**src/rtl/cpu_pkg.sv**
```systemverilog
// rtl/cpu_pkg.sv - shared opcodes, FSM states and instruction field helpers
package cpu_pkg;

  typedef enum logic [1:0] {
    OP_ADD   = 2'd0,
    OP_LOAD  = 2'd1,
    OP_STORE = 2'd2,
    OP_BEQ   = 2'd3
  } op_e;

  typedef enum logic [1:0] {
    FETCH = 2'd0,
    EXEC  = 2'd1,
    MEM   = 2'd2,
    WB    = 2'd3
  } state_e;

  // Register fields counted from the LSB end: rd lowest, then rt, then rs.
  localparam int SLOT_RD = 0;
  localparam int SLOT_RT = 1;
  localparam int SLOT_RS = 2;

  function automatic logic [1:0] instr_op(input logic [31:0] ir, input int instr_w);
    return ir[instr_w-1 -: 2];
  endfunction

  function automatic logic [31:0] instr_field(input logic [31:0] ir, input int ra_w,
                                              input int slot);
    return (ir >> (slot * ra_w)) & ((32'd1 << ra_w) - 32'd1);
  endfunction

endpackage

```
**src/rtl/cpu_regfile.sv**
```systemverilog
// rtl/cpu_regfile.sv - register file, two async read ports, one sync write port
module cpu_regfile #(
  parameter int DATA_W  = 8,
  parameter int REG_CNT = 4,
  localparam int RA_W   = $clog2(REG_CNT)
) (
  input  logic              clk,
  input  logic              reset,
  input  logic [RA_W-1:0]   raddr_a,
  input  logic [RA_W-1:0]   raddr_b,
  output logic [DATA_W-1:0] rdata_a,
  output logic [DATA_W-1:0] rdata_b,
  input  logic              we,
  input  logic [RA_W-1:0]   waddr,
  input  logic [DATA_W-1:0] wdata
);

  logic [DATA_W-1:0] regs_q [REG_CNT];
  logic [DATA_W-1:0] regs_d [REG_CNT];

  assign rdata_a = regs_q[raddr_a];
  assign rdata_b = regs_q[raddr_b];

  always_comb begin
    regs_d = regs_q;
    if (we) regs_d[waddr] = wdata;
  end

  // Each register comes out of reset holding its own index.
  always_ff @(posedge clk or posedge reset) begin
    if (reset) begin
      for (int i = 0; i < REG_CNT; i++) regs_q[i] <= DATA_W'(i);
    end else begin
      regs_q <= regs_d;
    end
  end

endmodule

```
**src/rtl/multicycle_cpu.sv**
```systemverilog
// rtl/multicycle_cpu.sv - multi-cycle ADD/LOAD/STORE/BEQ CPU; CPU_PERF_EN adds perf counters
module multicycle_cpu
  import cpu_pkg::*;
#(
  parameter int DATA_W     = 8,
  parameter int REG_CNT    = 4,
  parameter int DMEM_DEPTH = 32,
  parameter int PC_W       = 8,
  localparam int RA_W      = $clog2(REG_CNT),
  localparam int DA_W      = $clog2(DMEM_DEPTH),
  localparam int INSTR_W   = 2 + 3 * RA_W
) (
  input  logic               clk,
  input  logic               reset,
  input  logic               run,
  output logic               imem_req,
  output logic [PC_W-1:0]    imem_addr,
  input  logic               imem_valid,
  input  logic [INSTR_W-1:0] imem_data,
  output logic [PC_W-1:0]    pc,
  output logic               wb_valid,
  output logic [RA_W-1:0]    wb_reg,
  output logic [DATA_W-1:0]  wb_data,
  output logic               busy
`ifdef CPU_PERF_EN
  ,
  output logic [31:0]        perf_instret,
  output logic [31:0]        perf_stall
`endif
);

  state_e              state_q, state_d;
  logic [PC_W-1:0]     pc_q, pc_d;
  logic [INSTR_W-1:0]  ir_q, ir_d;
  logic [DATA_W-1:0]   alu_q, alu_d;
  logic [DATA_W-1:0]   mdr_q, mdr_d;
  logic                wb_valid_q, wb_valid_d;
  logic [RA_W-1:0]     wb_reg_q, wb_reg_d;
  logic [DATA_W-1:0]   wb_data_q, wb_data_d;
  logic [DATA_W-1:0]   dmem_q [DMEM_DEPTH];
  logic [DATA_W-1:0]   dmem_d [DMEM_DEPTH];

  op_e                 op;
  logic [RA_W-1:0]     rs, rt, rd;
  logic [DATA_W-1:0]   imm_data, rdata_a, rdata_b;
  logic [PC_W-1:0]     imm_pc, pc_inc;
  logic [DA_W-1:0]     mem_addr;
  logic                rf_we;
  logic [RA_W-1:0]     rf_waddr;
  logic [DATA_W-1:0]   rf_wdata;

  assign op       = op_e'(instr_op(32'(ir_q), INSTR_W));
  assign rs       = RA_W'(instr_field(32'(ir_q), RA_W, SLOT_RS));
  assign rt       = RA_W'(instr_field(32'(ir_q), RA_W, SLOT_RT));
  assign rd       = RA_W'(instr_field(32'(ir_q), RA_W, SLOT_RD));
  assign imm_data = {{(DATA_W-RA_W){rd[RA_W-1]}}, rd};
  assign imm_pc   = {{(PC_W-RA_W){rd[RA_W-1]}}, rd};
  assign pc_inc   = pc_q + PC_W'(1);
  assign mem_addr = alu_q[DA_W-1:0];

  // Request is masked during reset so the host never sees a fetch before release.
  assign imem_req  = (state_q == FETCH) && run && !reset;
  assign imem_addr = pc_q;
  assign pc        = pc_q;
  assign busy      = (state_q != FETCH);
  assign wb_valid  = wb_valid_q;
  assign wb_reg    = wb_reg_q;
  assign wb_data   = wb_data_q;

  cpu_regfile #(.DATA_W(DATA_W), .REG_CNT(REG_CNT)) u_regfile (
    .clk     (clk),
    .reset   (reset),
    .raddr_a (rs),
    .raddr_b (rt),
    .rdata_a (rdata_a),
    .rdata_b (rdata_b),
    .we      (rf_we),
    .waddr   (rf_waddr),
    .wdata   (rf_wdata)
  );

  always_comb begin
    state_d    = state_q;
    pc_d       = pc_q;
    ir_d       = ir_q;
    alu_d      = alu_q;
    mdr_d      = mdr_q;
    wb_valid_d = 1'b0;
    wb_reg_d   = wb_reg_q;
    wb_data_d  = wb_data_q;
    dmem_d     = dmem_q;
    rf_we      = 1'b0;
    rf_waddr   = rd;
    rf_wdata   = alu_q;
    case (state_q)
      FETCH: begin
        if (imem_req && imem_valid) begin
          ir_d    = imem_data;
          state_d = EXEC;
        end
      end
      EXEC: begin
        alu_d = rdata_a + ((op == OP_ADD) ? rdata_b : imm_data);
        case (op)
          OP_ADD:            state_d = WB;
          OP_LOAD, OP_STORE: state_d = MEM;
          OP_BEQ: begin
            pc_d    = (rdata_a == rdata_b) ? pc_inc + imm_pc : pc_inc;
            state_d = FETCH;
          end
        endcase
      end
      MEM: begin
        if (op == OP_STORE) begin
          dmem_d[mem_addr] = rdata_b;
          pc_d             = pc_inc;
          state_d          = FETCH;
        end else begin
          mdr_d   = dmem_q[mem_addr];
          state_d = WB;
        end
      end
      WB: begin
        rf_we      = 1'b1;
        rf_waddr   = (op == OP_ADD) ? rd : rt;
        rf_wdata   = (op == OP_ADD) ? alu_q : mdr_q;
        wb_valid_d = 1'b1;
        wb_reg_d   = rf_waddr;
        wb_data_d  = rf_wdata;
        pc_d       = pc_inc;
        state_d    = FETCH;
      end
    endcase
  end

  always_ff @(posedge clk or posedge reset) begin
    if (reset) begin
      state_q    <= FETCH;
      pc_q       <= '0;
      ir_q       <= '0;
      alu_q      <= '0;
      mdr_q      <= '0;
      wb_valid_q <= 1'b0;
      wb_reg_q   <= '0;
      wb_data_q  <= '0;
      for (int i = 0; i < DMEM_DEPTH; i++) dmem_q[i] <= '0;
    end else begin
      state_q    <= state_d;
      pc_q       <= pc_d;
      ir_q       <= ir_d;
      alu_q      <= alu_d;
      mdr_q      <= mdr_d;
      wb_valid_q <= wb_valid_d;
      wb_reg_q   <= wb_reg_d;
      wb_data_q  <= wb_data_d;
      dmem_q     <= dmem_d;
    end
  end

`ifdef CPU_PERF_EN
  logic [31:0] perf_instret_q, perf_instret_d;
  logic [31:0] perf_stall_q, perf_stall_d;
  logic        retire;

  // An instruction retires on the cycle the FSM heads back to FETCH.
  assign retire       = (state_q != FETCH) && (state_d == FETCH);
  assign perf_instret = perf_instret_q;
  assign perf_stall   = perf_stall_q;

  always_comb begin
    perf_instret_d = perf_instret_q;
    perf_stall_d   = perf_stall_q;
    if (retire && (perf_instret_q != '1)) perf_instret_d = perf_instret_q + 32'd1;
    if (imem_req && !imem_valid && (perf_stall_q != '1)) perf_stall_d = perf_stall_q + 32'd1;
  end

  always_ff @(posedge clk or posedge reset) begin
    if (reset) begin
      perf_instret_q <= '0;
      perf_stall_q   <= '0;
    end else begin
      perf_instret_q <= perf_instret_d;
      perf_stall_q   <= perf_stall_d;
    end
  end
`endif

endmodule

```
**config.mk**
```make
export PLATFORM = sky130hd
export DESIGN_NAME = multicycle_cpu
export DESIGN_NICKNAME = d
export VERILOG_FILES = /design/src/rtl/cpu_pkg.sv /design/src/rtl/cpu_regfile.sv /design/src/rtl/multicycle_cpu.sv
export SDC_FILE = /design/constraint.sdc
export NUM_CORES = 1
export LEC_CHECK = 0
export BUFFER_PORTS_ARGS = -buffer_cell sky130_fd_sc_hd__buf_2
export CAP_MARGIN = 10
export CORE_MARGIN = 2
export CORE_UTILIZATION = 67
export CTS_BUF_LIST = sky130_fd_sc_hd__clkbuf_8
export DETAILED_ROUTE_END_ITERATION = 16
export PLACE_DENSITY = 0.89
export REMOVE_ABC_BUFFERS = 1
export SETUP_SLACK_MARGIN = 0.3
export SLEW_MARGIN = 20
export SYNTH_ARGS = -nofsm -noshare
export SYNTH_HDL_FRONTEND = slang
export SYNTH_SLANG_ARGS = --single-unit
```
**constraint.sdc**
```tcl
create_clock -name clk -period 21.3 [get_ports clk]
set_input_delay 1.065 -clock clk [delete_from_list [all_inputs] [get_ports clk]]
set_output_delay 1.065 -clock clk [all_outputs]
set_load 0.1 [all_outputs]
```
==> summary.md, run 1 <==
| Metric | Value |
|---|---|
| Pin count of the biggest net entering global routing | 110 |
| Crit. End Element | output pin |
| Sw Share | 0.451 |
| Critical R2R Capture | imem_addr[7] |
| Most frequent cells in the layout | dfrtp_1, nand2_1, o21ai_0 |
| # diodes | 0 |
| Final min period | 3.54 ns |
| Total GRT Usage | 0.341 |
| Peak supply drop | 0.145 mV |
| Post-Route WL | 40.7 mm |
| Clk slew on worst S/H paths | 0.06 ns |
| Top Ports | 41 |
| Die ar. | 25,100 um2 |
| Hold Path Origin | dmem_q[195] |
| Synth-to-layout area growth | 8.81% |
| Vert. Die Dim | 158 um |
| TritonRoute pass-1 iters | 7 |
| Number of synthesized flops with an enable pin | 0 |
| Setup slack, reg-to-reg | 17.85 ns |
| Post-DR vias/cell | 6.64 |
| Rel. slew slack | 0.258 |
| Synth warn | 0 |
| Critical Path Start Type | input pin |
| Sink Count | 333 |
| Max Cap Viol | 0 |
| Synthesized area | 16,000 um2 |
| Root buf cell | clkbuf_8 |
| Initial antenna violation count | 0 |
| Clock power share | 0.193 |
| Critical setup path kind | input pin to output pin |
| Fmax | 0.282 GHz |
| Tcrit/Tclk final | 0.166 |
| #FFs+latches synth | 333 |
| Fillers | 1,430 |
| Crit path arrival time | 2.48 ns |
| Die Wd | 158 um |
| Slew @ Worst Pin | 1.08 ns |
| Hold Path Sink | dmem_q[195] |
| LEAKAGE | 8.05 nW |
| Non-Filler Instances | 1,722 |
| Main flop type after synthesis | dfrtp_1 |
| Final Hold Fails | 0 |
| Share of layout cells above drive strength 1 | 0.262 |
| Post-route DRC | 0 |
| IO buf count | 40 |
| Post-synth cell types | 46 |
| First-pass GRT wire length | 64.2 mm |
| Class of the worst hold path | flop to flop |
| Starting Density | 0.681 |
| Number of flip-flops under the largest register name | 256 |
| Biggest register | dmem_q |
| Status | complete, no violations |
| RR Startpoint | ir_q[2] |
| Hold Path Cell Cnt | 2 |
| Pwr Total | 2.83 mW |
| Critical path required time | 20.24 ns |
| Cts repair resizes | 0 |
| Synth Instances | 1,351 |
| Comb power frac | 0.459 |
| Std cell rows | 56 |
| DP Wirelength | 24.8 mm |
| Initial DRC count | 1,236 |
| Core area | 23,500 um2 |
| TNS Setup | 0 ns |
| Global route overflow | 0 |
| # nets final | 1,398 |
| Routed wire per std cell | 23.6 um |
| P_sw | 1.27 mW |
| # Post-CTS Setup Buffers | 0 |
| Internal power | 1.55 mW |
| Cell depth of the worst flop-to-flop path | 7 |
| Vias in the first global route | 11,900 |
| Reg power frac | 0.348 |
| Pwr Density | 162 nW/um2 |
| CTS tree | yes |
| Worst-path fanout max | 109 |
| DP Cell Count | 1,630 |
| Post-synthesis async set-or-reset flop share | 1.00 |
| TritonCTS buffer count | 54 |
| Fin Clk Skew | 0.0345 ns |
| Biggest regs | dmem_q (256), u_regfile.regs_q (32) |
| GPL Wtd Cong | 0.860 |
| Avg Inst Size Synth | 11.8 um2 |
| RSZ-0062 raised after global routing | no |
| Max clock buf depth | 3 |
| Hold buffers post-CTS | 0 |
| Final setup fails | 0 |
| Total number of vias | 11,400 |
| Max H-tree Level | 2 |
| Clock latency on the worst-skew pair | 0.61 ns |
| Antenna Nets Post-Route | 0 |
| Commonest non-fill, non-tap cell in the layout | dfrtp_1 |
| Final Slew Violations | 0 |
| Sequential fraction of the synthesis area | 0.522 |
## per-layer routing
layer / track usage / share of wire / wire, um / up-vias
li1: - / - / - / 4853
met5: 0.00414 / 0 / 0 / -
met2: 0.538 / 0.48 / 19400 / 664
met1: 0.438 / 0.37 / 15100 / 5740
met3: 0.0866 / 0.097 / 3970 / 178
met4: 0.187 / 0.055 / 2220 / 0
## power groups by stage
stage / clock, mW / combinational [mW] / sequential [mW]
6_report: 0.545 / 1.30 / 0.984
5_1_grt: 0.573 / 1.38 / 1.01
4_1_cts: 0.544 / 1.27 / 0.978
3_5_place_dp: 0 / 1.26 / 0.986
3_3_place_gp: 0 / 1.21 / 0.969
2_1_floorplan: 0 / 0.721 / 1.13
## cell type report
class | count | area, um2 | share of cell area
Clock buffer | 70 | 963 | 0.0554
Clock inverter | 21 | 90.1 | 0.00518
Inverter | 13 | 56.3 | 0.00324
Multi-Input combinational cell | 905 | 7160 | 0.412
Sequential cell | 333 | 8350 | 0.480
Tap cell | 319 | 399 | 0.0229
Timing Repair Buffer | 61 | 382 | 0.0219
## through the flow
stage	setup slack (ns)	hold WS, ns	util	area (um2)
after floorplan	10.79	0.445	-	15500
after global placement	17.69	0.457	0.695	16300
after detailed placement	17.62	0.466	0.695	16300
after CTS	17.61	0.479	0.740	17400
after global routing	17.60	0.507	0.741	17400
final	17.76	0.476	0.741	17400
## cell usage after synthesis (all sizes together), types with 3 or more instances
cell,count,share of area
nand2,194,0.046
ha,16,0.013
mux4,85,0.12
nor3,4,0.0013
buf,28,0.011
nor2b,3,0.0012
nand3,17,0.0053
dfstp,4,0.0066
a22oi,8,0.0038
mux2,137,0.097
nor2,77,0.019
and3,3,0.0012
a31oi,4,0.0016
o21ai,183,0.057
inv,13,0.0031
nand4,3,0.0012
nand3b,6,0.0028
xnor2,20,0.011
dfrtp,329,0.51
o22ai,3,0.0012
or2,3,0.0012
o21bai,3,0.0014
clkbuf,72,0.017
xor2,8,0.0044
mux2i,39,0.024
nand2b,5,0.0020
a21oi,67,0.021
## worst max path at each step
| stage | startpoint | endpoint | slack [ns] | depth (start not counted) |
|---|---|---|---|---|
| after floorplan | reset | imem_req | 10.79 | 2 |
| final | reset | imem_req | 17.76 | 4 |
| after CTS | ir_q[3] | imem_addr[7] | 17.61 | 6 |
| after global placement | reset | dmem_q[87] | 17.69 | 4 |
| after detailed placement | ir_q[3] | imem_addr[7] | 17.62 | 6 |
| after global routing | reset | imem_req | 17.60 | 4 |
## worst max-delay path, stage by stage
cell and delay (ns):
buf_2 0.13, inv_8 0.48, and3_1 0.28, buf_2 0.43
## cell families (layout without fill, tap and decap cells)
logic type | count (synthesis) | after routing | synth area share
AOI/OAI and AO/OA | 275 | 275 | 0.0898
xor gates and xnor gates | 28 | 28 | 0.0158
adders and majority gates | 18 | 18 | 0.0150
buffers and inverters | 113 | 165 | 0.0308
DFF | 333 | 333 | 0.522
muxes | 261 | 261 | 0.243
and+or+nand+nor | 323 | 323 | 0.0843
Power figures use the tool's default switching activity.
==> inputs of run 2 (changes only) <==
Settings changed: CORE_UTILIZATION 67 to 59, PLACE_DENSITY 0.89 to 0.83.
Clock period 21.3 ns to 3 ns, I/O delays scaled along.
==> summary.md, run 2 (synthesized netlist as in run 1, its figures left out) <==
| Metric | Value |
|---|---|
| Total GRT Usage | 0.299 (-0.0416) |
| WHS | 0.0709 ns (-0.406 ns) |
| TritonRoute pass-1 iters | 5 (-2) |
| Max clock buf depth | 3 (unchanged) |
| Post-route DRC | 0 (unchanged) |
| DP Cell Count | 1,708 (+4.8%) |
| Dpl ws | 0.0717 ns (-17.55 ns) |
| IO buf count | 40 (unchanged) |
| Comb power frac | 0.489 (+0.030) |
| Sw Share | 0.445 (-0.00560) |
| Clk slew on worst S/H paths | 0.07 ns (about the same) |
| Number of flip-flops under the largest register name | 256 (unchanged) |
| Slowest cell on the critical path | dfrtp_2 |
| Root buf cell | clkbuf_8 |
| Fin Clk Skew | 0.0312 ns (-0.00332 ns) |
| Slew @ Worst Pin | 1.02 ns (-0.0602 ns) |
| TNS Setup | 0 ns (unchanged) |
| LEAKAGE | 8.42 nW (+4.6%) |
| Antenna Nets Post-Route | 0 (unchanged) |
| Starting Density | 0.596 (-0.0846) |
| Reg power frac | 0.323 (-0.025) |
| Status | complete, no violations |
| Commonest non-fill, non-tap cell in the layout | dfrtp_1 |
| DP Wirelength | 26.0 mm (+5.2%) |
| Final setup margin | 0.298 ns (-17.46 ns) |
| Final core utilization | 0.677 (-0.0644) |
| Internal power | 11.7 mW (+660%) |
| Top Ports | 41 (unchanged) |
| Max H-tree Level | 2 (unchanged) |
| Final std cell area, no fill | 18,100 um2 (+4.3%) |
| Vert. Die Dim | 169 um (+6.4%) |
| Final Hold Fails | 0 (unchanged) |
| First-pass GRT wire length | 65.6 mm (+2.1%) |
| Worst path cell trace | mux2_2 > o21ai_1 > o21ai_1 > ha_1 > a21o_1 > a21oi_2 > o21bai_1 > a21oi_2 > o21ai_0 > xnor2_1 > o21ai_0 |
| Clock latency on the worst-skew pair | 0.61 ns (about the same) |
| Synth-to-layout area growth | 13.4% |
| Critical path required time | 3.47 ns (-16.77 ns) |
| Sink Count | 333 (unchanged) |
| Die Wd | 169 um (+6.4%) |
| DP Area | 16,800 um2 (+3.2%) |
| Die ar. | 28,400 um2 (+13%) |
| GPL Wtd Cong | 0.870 (+1.2%) |
| CTS tree | yes |
| Clock power share | 0.188 (-0.005) |
| Total number of vias | 11,400 (+0.044%) |
| Final Slew Violations | 0 (unchanged) |
| Routed wire per std cell | 22.5 um (-4.9%) |
| Biggest regs | dmem_q (256), u_regfile.regs_q (32) |
| Non-Filler Instances | 1,815 (+5.4%) |
| Critical Path Start Type | flop |
| Core area | 26,800 um2 (+14%) |
| Std cell rows | 60 (+7.1%) |
| TritonCTS buffer count | 53 (-1.9%) |
| Share of layout cells above drive strength 1 | 0.305 (+0.0430) |
| Pin count of the biggest net entering global routing | 141 (+28%) |
| RSZ-0062 raised after global routing | yes |
| Final setup fails | 0 (unchanged) |
| Rel. slew slack | 0.319 (+0.0608) |
| Max Cap Viol | 0 (unchanged) |
| Class of the worst hold path | input pin to flop |
| Biggest register | dmem_q |
| Critical setup path kind | flop to flop |
| P_sw | 9.41 mW (+640%) |
| # diodes | 0 (unchanged) |
| Pwr Total | 21.1 mW (+650%) |
| Initial DRC count | 1,107 (-10%) |
| Crit. End Element | flop |
| # nets final | 1,469 (+5.1%) |
| Vias in the first global route | 11,900 (+0.0084%) |
| Tcrit/Tclk final | 0.901 |
| Peak supply drop | 0.707 mV (+390%) |
| CP peak stage delay | 0.44 ns (-0.04 ns) |
| Fmax | 0.370 GHz |
| Final min period | 2.70 ns |
| Post-DR vias/cell | 6.30 (-5.1%) |
| Global route overflow | 0 (unchanged) |
| Most frequent cells in the layout | dfrtp_1, nand2_1, o21ai_0 |
| Initial antenna violation count | 0 (unchanged) |
| Pwr Density | 1170 nW/um2 (+620%) |
| Crit path arrival time | 3.17 ns (+0.69 ns) |
| Post-Route WL | 40.8 mm (+0.19%) |
| Worst-path fanout max | 7 (-94%) |
## run 2: what timing repair did
| item | 4_1_cts | 5_1_grt |
|---|---|---|
| gates cloned | 0 | 0 |
| hold endpoints to repair | 70 | 0 |
| endpoints found under the setup margin | 26 | 33 |
| resized for setup | 9 | 19 |
| hold buffers | 9 | 0 |
| buffers inserted | 5 | 3 |
| pin swaps | 1 | 1 |
## run 2: area by class of cell
type	count	area, um2
clock buffers	69	950
well taps	341	427
repair buffers	133	1010
inverters	13	56.3
multi-input cells	905	7200
clock inverters	21	144
flip-flops and latches	333	8350
fillers	1842	8670
## run 2: power groups by stage
stage	Sequential (mW)	Combinational, mW	Clock [mW]
after floorplan	8.05	5.12	0
after global placement	6.73	9.50	0
final	6.83	10.3	3.98
after detailed placement	6.84	9.82	0
after CTS	6.78	9.99	4.01
after global routing	6.96	11.0	4.24
## run 2: layer usage
metal	wire [um]	GRT usage
met1	16000	0.405
met5	0	0
met2	19500	0.473
met4	1870	0.135
met3	3410	0.0641
## run 2: worst paths after layout
path	from	endpoint	slack, ns	depth (start not counted)
min in group asynchronous	reset	dmem_q[184]	0.14	3
worst min-delay path	imem_valid	state_q[0]	0.07	3
worst max register to register	ir_q[3]	alu_q[7]	0.30	11
worst min register to register	dmem_q[160]	dmem_q[160]	0.48	2
worst max-delay path	ir_q[3]	alu_q[7]	0.30	11
max in group asynchronous	reset	ir_q[3]	1.63	4
## run 2: worst max-delay path, delay by kind of cell (launching register included)
kind	cells	cell delay, ns
adder cells (fa/ha/maj)	1	0.31
multiplexers	1	0.36
flip-flops	1	0.44
AO/OA/AOI/OAI	8	1.27
XOR/XNOR	1	0.18
